### config.mk
export PLATFORM = sky130hd
export DESIGN_NAME = neuron_mac_seq
export DESIGN_NICKNAME = d
export VERILOG_FILES = /design/src/rtl/neuron_mac_seq_pkg.sv /design/src/rtl/neuron_mac_seq_sat_trunc.sv /design/src/rtl/neuron_mac_seq.sv
export SDC_FILE = /design/constraint.sdc
export NUM_CORES = 1
export LEC_CHECK = 0
export CORE_MARGIN = 2
export CORE_UTILIZATION = 55
export DETAILED_ROUTE_END_ITERATION = 10
export GPL_TIMING_DRIVEN = 0
export PLACE_DENSITY = 0.77
export SETUP_SLACK_MARGIN = 0.3
export SLEW_MARGIN = 20
export SYNTH_ARGS = -nofsm -noshare
export SYNTH_HDL_FRONTEND = slang
export SYNTH_SLANG_ARGS = --single-unit
### constraint.sdc
create_clock -name clk -period 3.65 [get_ports clk]
set_input_delay 0.73 -clock clk [delete_from_list [all_inputs] [get_ports clk]]
set_output_delay 0.73 -clock clk [all_outputs]
set_load 0.02 [all_outputs]
### src/rtl/neuron_mac_seq_pkg.sv
// Shared constants and types for the neuron MAC datapath and its helper stages.
// Values are Q8.8 signed; the FSM type is shared so neighbouring stages can decode it.
package neuron_mac_seq_pkg;

   localparam int DATA_W   = 16;
   localparam int FRAC_W   = 8;
   localparam int N_INPUTS = 18;
   localparam int SEL_W    = 5;

   localparam logic [DATA_W-1:0] SAT_MAX = 16'h7FFF;
   localparam logic [DATA_W-1:0] SAT_MIN = 16'h8000;

   typedef enum logic [1:0] {
      ST_IDLE = 2'd0,
      ST_ACC  = 2'd1,
      ST_OUT  = 2'd2
   } state_t;

endpackage

### src/rtl/neuron_mac_seq_sat_trunc.sv
// Arithmetic right shift by SHIFT (floor rounding) followed by saturation to a
// signed OUT_W-bit result. Purely combinational.
module sat_trunc
   import neuron_mac_seq_pkg::*;
#(
   parameter int IN_W  = 2*DATA_W + 8,
   parameter int OUT_W = DATA_W,
   parameter int SHIFT = FRAC_W
) (
   input  logic signed [IN_W-1:0]  din,
   output logic        [OUT_W-1:0] dout
);

   localparam logic signed [IN_W-1:0] MAX_V = {{(IN_W-OUT_W+1){1'b0}}, {(OUT_W-1){1'b1}}};
   localparam logic signed [IN_W-1:0] MIN_V = {{(IN_W-OUT_W+1){1'b1}}, {(OUT_W-1){1'b0}}};

   logic signed [IN_W-1:0] shifted;

   assign shifted = din >>> SHIFT;

   always_comb begin
      dout = shifted[OUT_W-1:0];
      if (shifted > MAX_V) begin
         dout = MAX_V[OUT_W-1:0];
      end else if (shifted < MIN_V) begin
         dout = MIN_V[OUT_W-1:0];
      end
   end

endmodule

### src/rtl/neuron_mac_seq.sv
// Sequential neuron: walks an external operand mux through N_INPUTS entries, accumulates
// data*weight on top of the bias, then presents one saturated Q8.8 result with a handshake.
module neuron_mac_seq #(
   parameter int N_INPUTS = neuron_mac_seq_pkg::N_INPUTS,
   parameter int DATA_W   = neuron_mac_seq_pkg::DATA_W,
   parameter int FRAC_W   = neuron_mac_seq_pkg::FRAC_W,
   parameter int SEL_W    = neuron_mac_seq_pkg::SEL_W
) (
   input  logic              clk,
   input  logic              rst,
   input  logic              start,
   input  logic [DATA_W-1:0] bias,
   output logic [SEL_W-1:0]  sel,
   input  logic [DATA_W-1:0] data_in,
   input  logic [DATA_W-1:0] weight_in,
   output logic              busy,
   output logic              out_valid,
   input  logic              out_ready,
   output logic [DATA_W-1:0] result
);

   import neuron_mac_seq_pkg::*;

   // Eight guard bits cover far more than N_INPUTS full-scale products plus the bias.
   localparam int ACC_W = 2*DATA_W + 8;
   localparam logic [SEL_W-1:0] SEL_LAST = SEL_W'(N_INPUTS - 1);

   state_t                    state_q, state_d;
   logic [SEL_W-1:0]          sel_q, sel_d;
   logic signed [ACC_W-1:0]   acc_q, acc_d;
   logic [DATA_W-1:0]         result_q, result_d;

   logic signed [2*DATA_W-1:0] prod;
   logic signed [ACC_W-1:0]    acc_sum;
   logic signed [ACC_W-1:0]    bias_ext;
   logic [DATA_W-1:0]          sat_out;

   assign prod     = $signed(data_in) * $signed(weight_in);
   assign acc_sum  = acc_q + {{(ACC_W-2*DATA_W){prod[2*DATA_W-1]}}, prod};
   assign bias_ext = {{(ACC_W-DATA_W){bias[DATA_W-1]}}, bias} <<< FRAC_W;

   // Fed from the in-flight sum so the last product lands in the registered result.
   sat_trunc #(
      .IN_W  (ACC_W),
      .OUT_W (DATA_W),
      .SHIFT (FRAC_W)
   ) u_sat_trunc (
      .din  (acc_sum),
      .dout (sat_out)
   );

   always_ff @(posedge clk or posedge rst) begin
      if (rst) begin
         state_q  <= ST_IDLE;
         sel_q    <= '0;
         acc_q    <= '0;
         result_q <= '0;
      end else begin
         state_q  <= state_d;
         sel_q    <= sel_d;
         acc_q    <= acc_d;
         result_q <= result_d;
      end
   end

   always_comb begin
      state_d  = state_q;
      sel_d    = sel_q;
      acc_d    = acc_q;
      result_d = result_q;
      case (state_q)
         ST_IDLE: begin
            sel_d = '0;
            if (start) begin
               acc_d   = bias_ext;
               state_d = ST_ACC;
            end
         end
         ST_ACC: begin
            acc_d = acc_sum;
            if (sel_q == SEL_LAST) begin
               sel_d    = '0;
               result_d = sat_out;
               state_d  = ST_OUT;
            end else begin
               sel_d = sel_q + 1'b1;
            end
         end
         ST_OUT: begin
            if (out_ready) begin
               state_d = ST_IDLE;
            end
         end
         default: begin
            state_d = ST_IDLE;
            sel_d   = '0;
         end
      endcase
   end

   assign sel       = sel_q;
   assign busy      = (state_q == ST_ACC) || (state_q == ST_OUT);
   assign out_valid = (state_q == ST_OUT);
   assign result    = result_q;

endmodule

==> impl_metrics.env, run 1 <==
export IMPL_status="complete, but fails checks"
export IMPL_violations="setup timing"
export IMPL_r2r_end="result[3]"
export IMPL_crit_path_start="weight_in[5]"
export IMPL_ys_ff_latch=63
export IMPL_grt_max_degree=48
export IMPL_initial_core_util_pct=55.9
export IMPL_globalplace_congestion=0.926
export IMPL_grt_pass1_wl_um=71400
export IMPL_crit_required_ns=3.85
export IMPL_timing_rr_start="acc_q[19]"
export IMPL_synth_edf_count=0
export IMPL_hp_class="reg -> reg"
export IMPL_grt_pass1_vias=13829
export IMPL_fp_dieW_um=169
export IMPL_synth_top_area_share_pct=35.0
export IMPL_cts_tree="done"
export IMPL_drive_gt1_share_pct=31.0
export IMPL_track_usage_pct=31.4
export IMPL_drc=0
export IMPL_critical_path_most_common_cell="fa_1"
export IMPL_rsz0062_at_grt="yes"
export IMPL_crit_slowest_cell="xor3_2"
export IMPL_syn_avg_cell_area_um2=8.92
export IMPL_dpl_worst_slack_ns=-6.74
export IMPL_cts_sinks=63
export IMPL_clock_latency_ns=0.35
export IMPL_syn_area_mm2=0.0150
export IMPL_skew_ns=0.0136
export IMPL_crit_type="in -> reg"
export IMPL_hold_viol=0
export IMPL_cts_path_max_buffers=2
export IMPL_critPathCaptureType="register"
export IMPL_n_fill_cell=1691
export IMPL_timing_slew_headroom_pct=42.0
export IMPL_reg2regPathDepth=12
export IMPL_synth_warnings=0
export IMPL_antenna_found_initial=0
export IMPL_firstDrtPassIters=6
export IMPL_yosys_top_cells_area="fa_1 35%, ha_1 11%, dfrtp_1 10%"
export IMPL_ys_types=82
export IMPL_dieHeight_um=169
export IMPL_synth_flop_cell="dfrtp_1"
export IMPL_via_per_inst=6.03
export IMPL_vias=13631
export IMPL_tns_ns=-209.62
export IMPL_syn_inst=1684
export IMPL_post_dp_cell_area_mm2=0.0172
export IMPL_whs_ns=0.491
export IMPL_grt_met2_usage_pct=54.0
export IMPL_worstPathArrival_ns=9.40
export IMPL_slew_viol_final=0
export IMPL_path_clk_slew_ns=0.07
export IMPL_grt_util_met3_pct=3.59
export IMPL_async_flop_share_pct=100
export IMPL_die_area_mm2=0.0287
export IMPL_period_minus_slack_ns=9.20
export IMPL_fin_nets=2358
export IMPL_postLayoutCellArea_mm2=0.0203
export IMPL_grt_busiest_layer="met2"
export IMPL_wl_per_cell_um=21.2
export IMPL_timing_fmax_ghz=0.109
export IMPL_max_stage_delay_ns=0.59
export IMPL_startpoint_type="input port"
export IMPL_syn_to_final_growth_pct=35.1
export IMPL_htree_levels=3
export IMPL_yosysSeqAreaShare_pct=10.5
export IMPL_endpoint="result[3]"
export IMPL_drt_wl_total_um=48000
export IMPL_critical_path_max_fanout=6
export IMPL_overflow=0
export IMPL_synth_largest_area_cell="fa_1"
export IMPL_postRouteAntennaNets=0
export IMPL_grtUsageMet1_pct=41.6
export IMPL_setup_ws_ns=-5.55
export IMPL_cts_made_buffers=9
export IMPL_finalSetupViolCount=52
export IMPL_core_mm2=0.0269
export IMPL_cts_root_buffer="clkbuf_16"
export IMPL_syn_num_nets=2126
export IMPL_worst_pin_slew_ns=0.870
export IMPL_reg2reg_slack_ns=-0.52
export IMPL_rows=60
export IMPL_numPortBuffers=74
export IMPL_cap_violations=0
export IMPL_min_delay_start="acc_q[2]"
export IMPL_drtIter0Drc=1186
export IMPL_pin_count=75
export IMPL_hpwl_um=32800
export IMPL_n_antenna_cell=0
export IMPL_period_share_pct=252
[sequential cells by signal, indices dropped and copies added (netlist names)]
signal,cells
result,16
state_q,2
acc_q,40
sel,5
[final cells by class]
class | instances | area [um2] | area share, %
Multi-Input combinational cell | 1240 | 14000 | 68.9
Tap cell | 341 | 427 | 2.10
Clock buffer | 9 | 225 | 1.11
Sequential cell | 63 | 1580 | 7.76
Timing Repair Buffer | 221 | 2060 | 10.1
Buffer | 55 | 716 | 3.52
Clock inverter | 7 | 80.1 | 0.394
Inverter | 326 | 1230 | 6.07
[worst min-delay path by stage]
stage,to,slack [ns],cells past startpoint
after global placement,acc_q[3],0.47,2
after detailed placement,acc_q[2],0.48,2
after global routing,acc_q[0],0.52,1
after CTS,acc_q[3],0.49,2
after floorplan,acc_q[3],0.46,2
final,acc_q[2],0.49,2
[metal layers]
| metal | wire (um) | up-vias |
|---|---|---|
| li1 | - | 5857 |
| met1 | 18000 | 6731 |
| met2 | 23200 | 817 |
| met3 | 3870 | 226 |
| met4 | 2920 | 0 |
| met5 | 0 | - |
[Yosys cell counts, types with 4 or more instances]
master	count
a211oi_1	10
o221a_2	7
nor3_1	19
o21ai_0	70
and2_1	130
nand2_1	173
a31oi_1	10
inv_1	326
o21bai_1	8
xor2_1	10
o31ai_1	6
nor2_1	72
o21ai_1	10
and3_1	9
or3_1	5
nand4_1	16
xnor2_1	51
o31a_1	4
fa_1	263
o32ai_1	5
nand2b_1	12
clkbuf_1	47
ha_1	127
or2_2	10
a21o_1	27
o32ai_2	10
a21oi_1	75
nand3_1	13
mux2i_1	10
dfrtp_1	63
o21a_1	9
o22ai_1	9
[logic make-up after synthesis]
group	Yosys count	synth area share, %
adder cells (fa/ha/maj)	390	45.6
multiplexers	11	0.741
AND/OR/NAND/NOR	480	16.1
buffers and inverters	381	9.67
AO/OA/AOI/OAI	297	13.7
flip-flops	63	10.5
XOR/XNOR	62	3.71
[worst max-delay path, delay by kind of cell]
kind	cells	cell delay, ns
buf+inv	7	0.62
simple gates	8	1.79
xor+xnor	2	0.72
compound gates	10	2.22
fa+ha+maj	8	3.33
[stage by stage]
step	utilization, %	instances
after floorplan	-	1684
after global placement	64.0	2099
after detailed placement	64.1	2100
after CTS	71.2	2209
after global routing	75.6	2262
final	75.6	2262
[what timing repair did]
action,CTS,global route
endpoints found under the setup margin,53,52
gates cloned,4,0
pin swaps,119,145
setup buffers,89,53
resized for setup,378,186
hold buffers,0,0
[cells in the final DEF, fill, tap and decap left out, types with 21 or more instances in the layout]
| cell | instances |
|---|---|
| inv_1 | 285 |
| fa_1 | 242 |
| nand2_1 | 159 |
| buf_4 | 118 |
| and2_1 | 101 |
| ha_1 | 72 |
| nor2_1 | 65 |
| dfrtp_1 | 63 |
| ha_4 | 47 |
| o21ai_0 | 42 |
| clkdlybuf4s50_1 | 42 |
| buf_6 | 40 |
| a21oi_2 | 40 |
| inv_2 | 38 |
| and2_4 | 30 |
| a21oi_1 | 29 |
| a21o_1 | 27 |
| xnor2_1 | 26 |
| o21ai_1 | 22 |
| clkbuf_16 | 21 |
| fa_2 | 21 |
Power of run 1 is not shown: default switching activity piles up to over one toggle a cycle in this logic, so the estimate is an artifact.
==> inputs of run 2 (changes only) <==
--- a/config.mk
+++ b/config.mk
@@ -9,7 +9,7 @@
 export CORE_UTILIZATION = 55
 export DETAILED_ROUTE_END_ITERATION = 10
 export GPL_TIMING_DRIVEN = 0
-export PLACE_DENSITY = 0.77
+export PLACE_DENSITY = 0.78
 export SETUP_SLACK_MARGIN = 0.3
 export SLEW_MARGIN = 20
 export SYNTH_ARGS = -nofsm -noshare
==> impl_metrics.env, run 2 (synthesized netlist as in run 1, its figures left out) <==
export IMPL_cts_made_buffers=9
export IMPL_hpwl_um=32700
export IMPL_fin_nets=2348
export IMPL_globalplace_congestion=0.946
export IMPL_n_fill_cell=1722
export IMPL_slew_viol_final=0
export IMPL_cts_path_max_buffers=2
export IMPL_whs_ns=0.492
export IMPL_die_area_mm2=0.0287
export IMPL_overflow=0
export IMPL_timing_slew_headroom_pct=41.2
export IMPL_vias=13246
export IMPL_grt_pass1_vias=13983
export IMPL_utilization_pct=74.6
export IMPL_firstDrtPassIters=5
export IMPL_layout_common_cells="289 x inv_1, 243 x fa_1, 159 x nand2_1"
export IMPL_crit_required_ns=3.88
export IMPL_hold_viol=0
export IMPL_track_usage_pct=31.6
export IMPL_period_minus_slack_ns=8.95
export IMPL_path_clk_slew_ns=0.06
export IMPL_via_per_inst=5.88
export IMPL_cts_root_buffer="clkbuf_16"
export IMPL_clock_latency_ns=0.34
export IMPL_startpoint_type="input port"
export IMPL_grt_pass1_wl_um=71800
export IMPL_initial_core_util_pct=55.9
export IMPL_cts_hold_fix_buffers=0
export IMPL_critical_path_most_common_cell="fa_1"
export IMPL_hp_class="reg -> reg"
export IMPL_max_stage_delay_ns=0.56
export IMPL_syn_to_final_growth_pct=33.5
export IMPL_multi_input_area_mm2=0.0139
export IMPL_top_register="acc_q"
export IMPL_n_antenna_cell=0
export IMPL_crit_slowest_cell="fa_1"
export IMPL_setup_ws_ns=-5.30
export IMPL_finalSetupViolCount=52
export IMPL_cts_sinks=63
export IMPL_drive_gt1_share_pct=29.9
export IMPL_period_share_pct=245
export IMPL_worstPathArrival_ns=9.18
export IMPL_timing_fmax_ghz=0.112
export IMPL_rows=60
export IMPL_crit_type="in -> reg"
export IMPL_skew_ns=0.0141
export IMPL_htree_levels=3
export IMPL_numPortBuffers=74
export IMPL_cts_tree="done"
export IMPL_regArea_mm2=0.00158
export IMPL_grt_max_degree=43
export IMPL_cap_violations=0
export IMPL_dieHeight_um=169
export IMPL_pin_count=75
export IMPL_largest_reg_flops=40
export IMPL_fp_dieW_um=169
export IMPL_final_common_cell="inv_1"
export IMPL_violations="setup timing"
export IMPL_critPathCaptureType="register"
export IMPL_drc=0
export IMPL_antenna_found_initial=0
export IMPL_wl_per_cell_um=20.4
export IMPL_worst_pin_slew_ns=0.876
export IMPL_dpl_worst_slack_ns=-6.68
export IMPL_status="complete, but fails checks"
export IMPL_critical_path_max_fanout=5
export IMPL_postRouteAntennaNets=0
export IMPL_core_mm2=0.0269
export IMPL_rsz0062_at_grt="yes"
export IMPL_drtIter0Drc=944
export IMPL_drt_wl_total_um=46000
==> run 2: cell types whose count changed in the layout (fill, tap and decap cells not counted), moves of 4 or more <==
cell      change
a21oi_4       +4
buf_8         -4
clkbuf_8      +5
inv_1         +4
ha_1          +4
o21ai_1       +4
ha_4          -7
a21oi_2       -7
buf_4         -6
==> run 2: worst paths after layout <==
path	to	from	slack, ns	depth (start not counted)
worst min-delay path	acc_q[3]	acc_q[3]	0.49	2
worst max-delay path	result[4]	weight_in[5]	-5.30	37
min in group asynchronous	acc_q[0]	rst	0.71	2
max in group asynchronous	acc_q[11]	rst	2.42	3
worst max register to register	result[0]	acc_q[11]	-0.35	14
worst min register to register	acc_q[3]	acc_q[3]	0.49	2
==> run 2: final cells by class <==
type	count	area share (%)
repair buffers	211	9.75
plain buffers	55	3.46
clock buffers	12	1.18
multi-input cells	1240	69.4
inverters	326	6.13
flip-flops and latches	63	7.86
well taps	341	2.13
clock inverters	4	0.112
==> run 2: per-stage QoR <==
step / TNS (ns) / instances / cell area, um2
floorplan: -182.85 / 1684 / 16000
global placement: -260.08 / 2099 / 17200
detailed placement: -263.08 / 2100 / 17200
CTS: -198.41 / 2226 / 19300
global route: -214.36 / 2252 / 20100
finish: -204.18 / 2252 / 20100
==> run 2: what timing repair did <==
item	in CTS	in global routing
endpoints found under the hold margin	0	0
pin swaps	158	102
resized for setup	411	119
cloned	5	1
buffers inserted	105	25
setup endpoints to repair	53	52
==> run 2: worst max-delay path, delay by kind of cell <==
kind / cells / cell delay [ns]
AO/OA/AOI/OAI: 9 / 1.73
multiplexers: 1 / 0.16
AND/OR/NAND/NOR: 8 / 1.66
XOR/XNOR: 1 / 0.09
adder cells (fa/ha/maj): 8 / 3.69
buffers and inverters: 10 / 1.11
==> run 2: per-layer routing <==
metal	part of all wire (%)	GRT usage [%]	vias up
li1	-	-	5846
met2	49	54.6	650
met3	7.2	4.48	179
met5	0	0	-
met1	39	40.8	6571
met4	5.3	11.5	0
Power of run 2 is left out for the same reason.
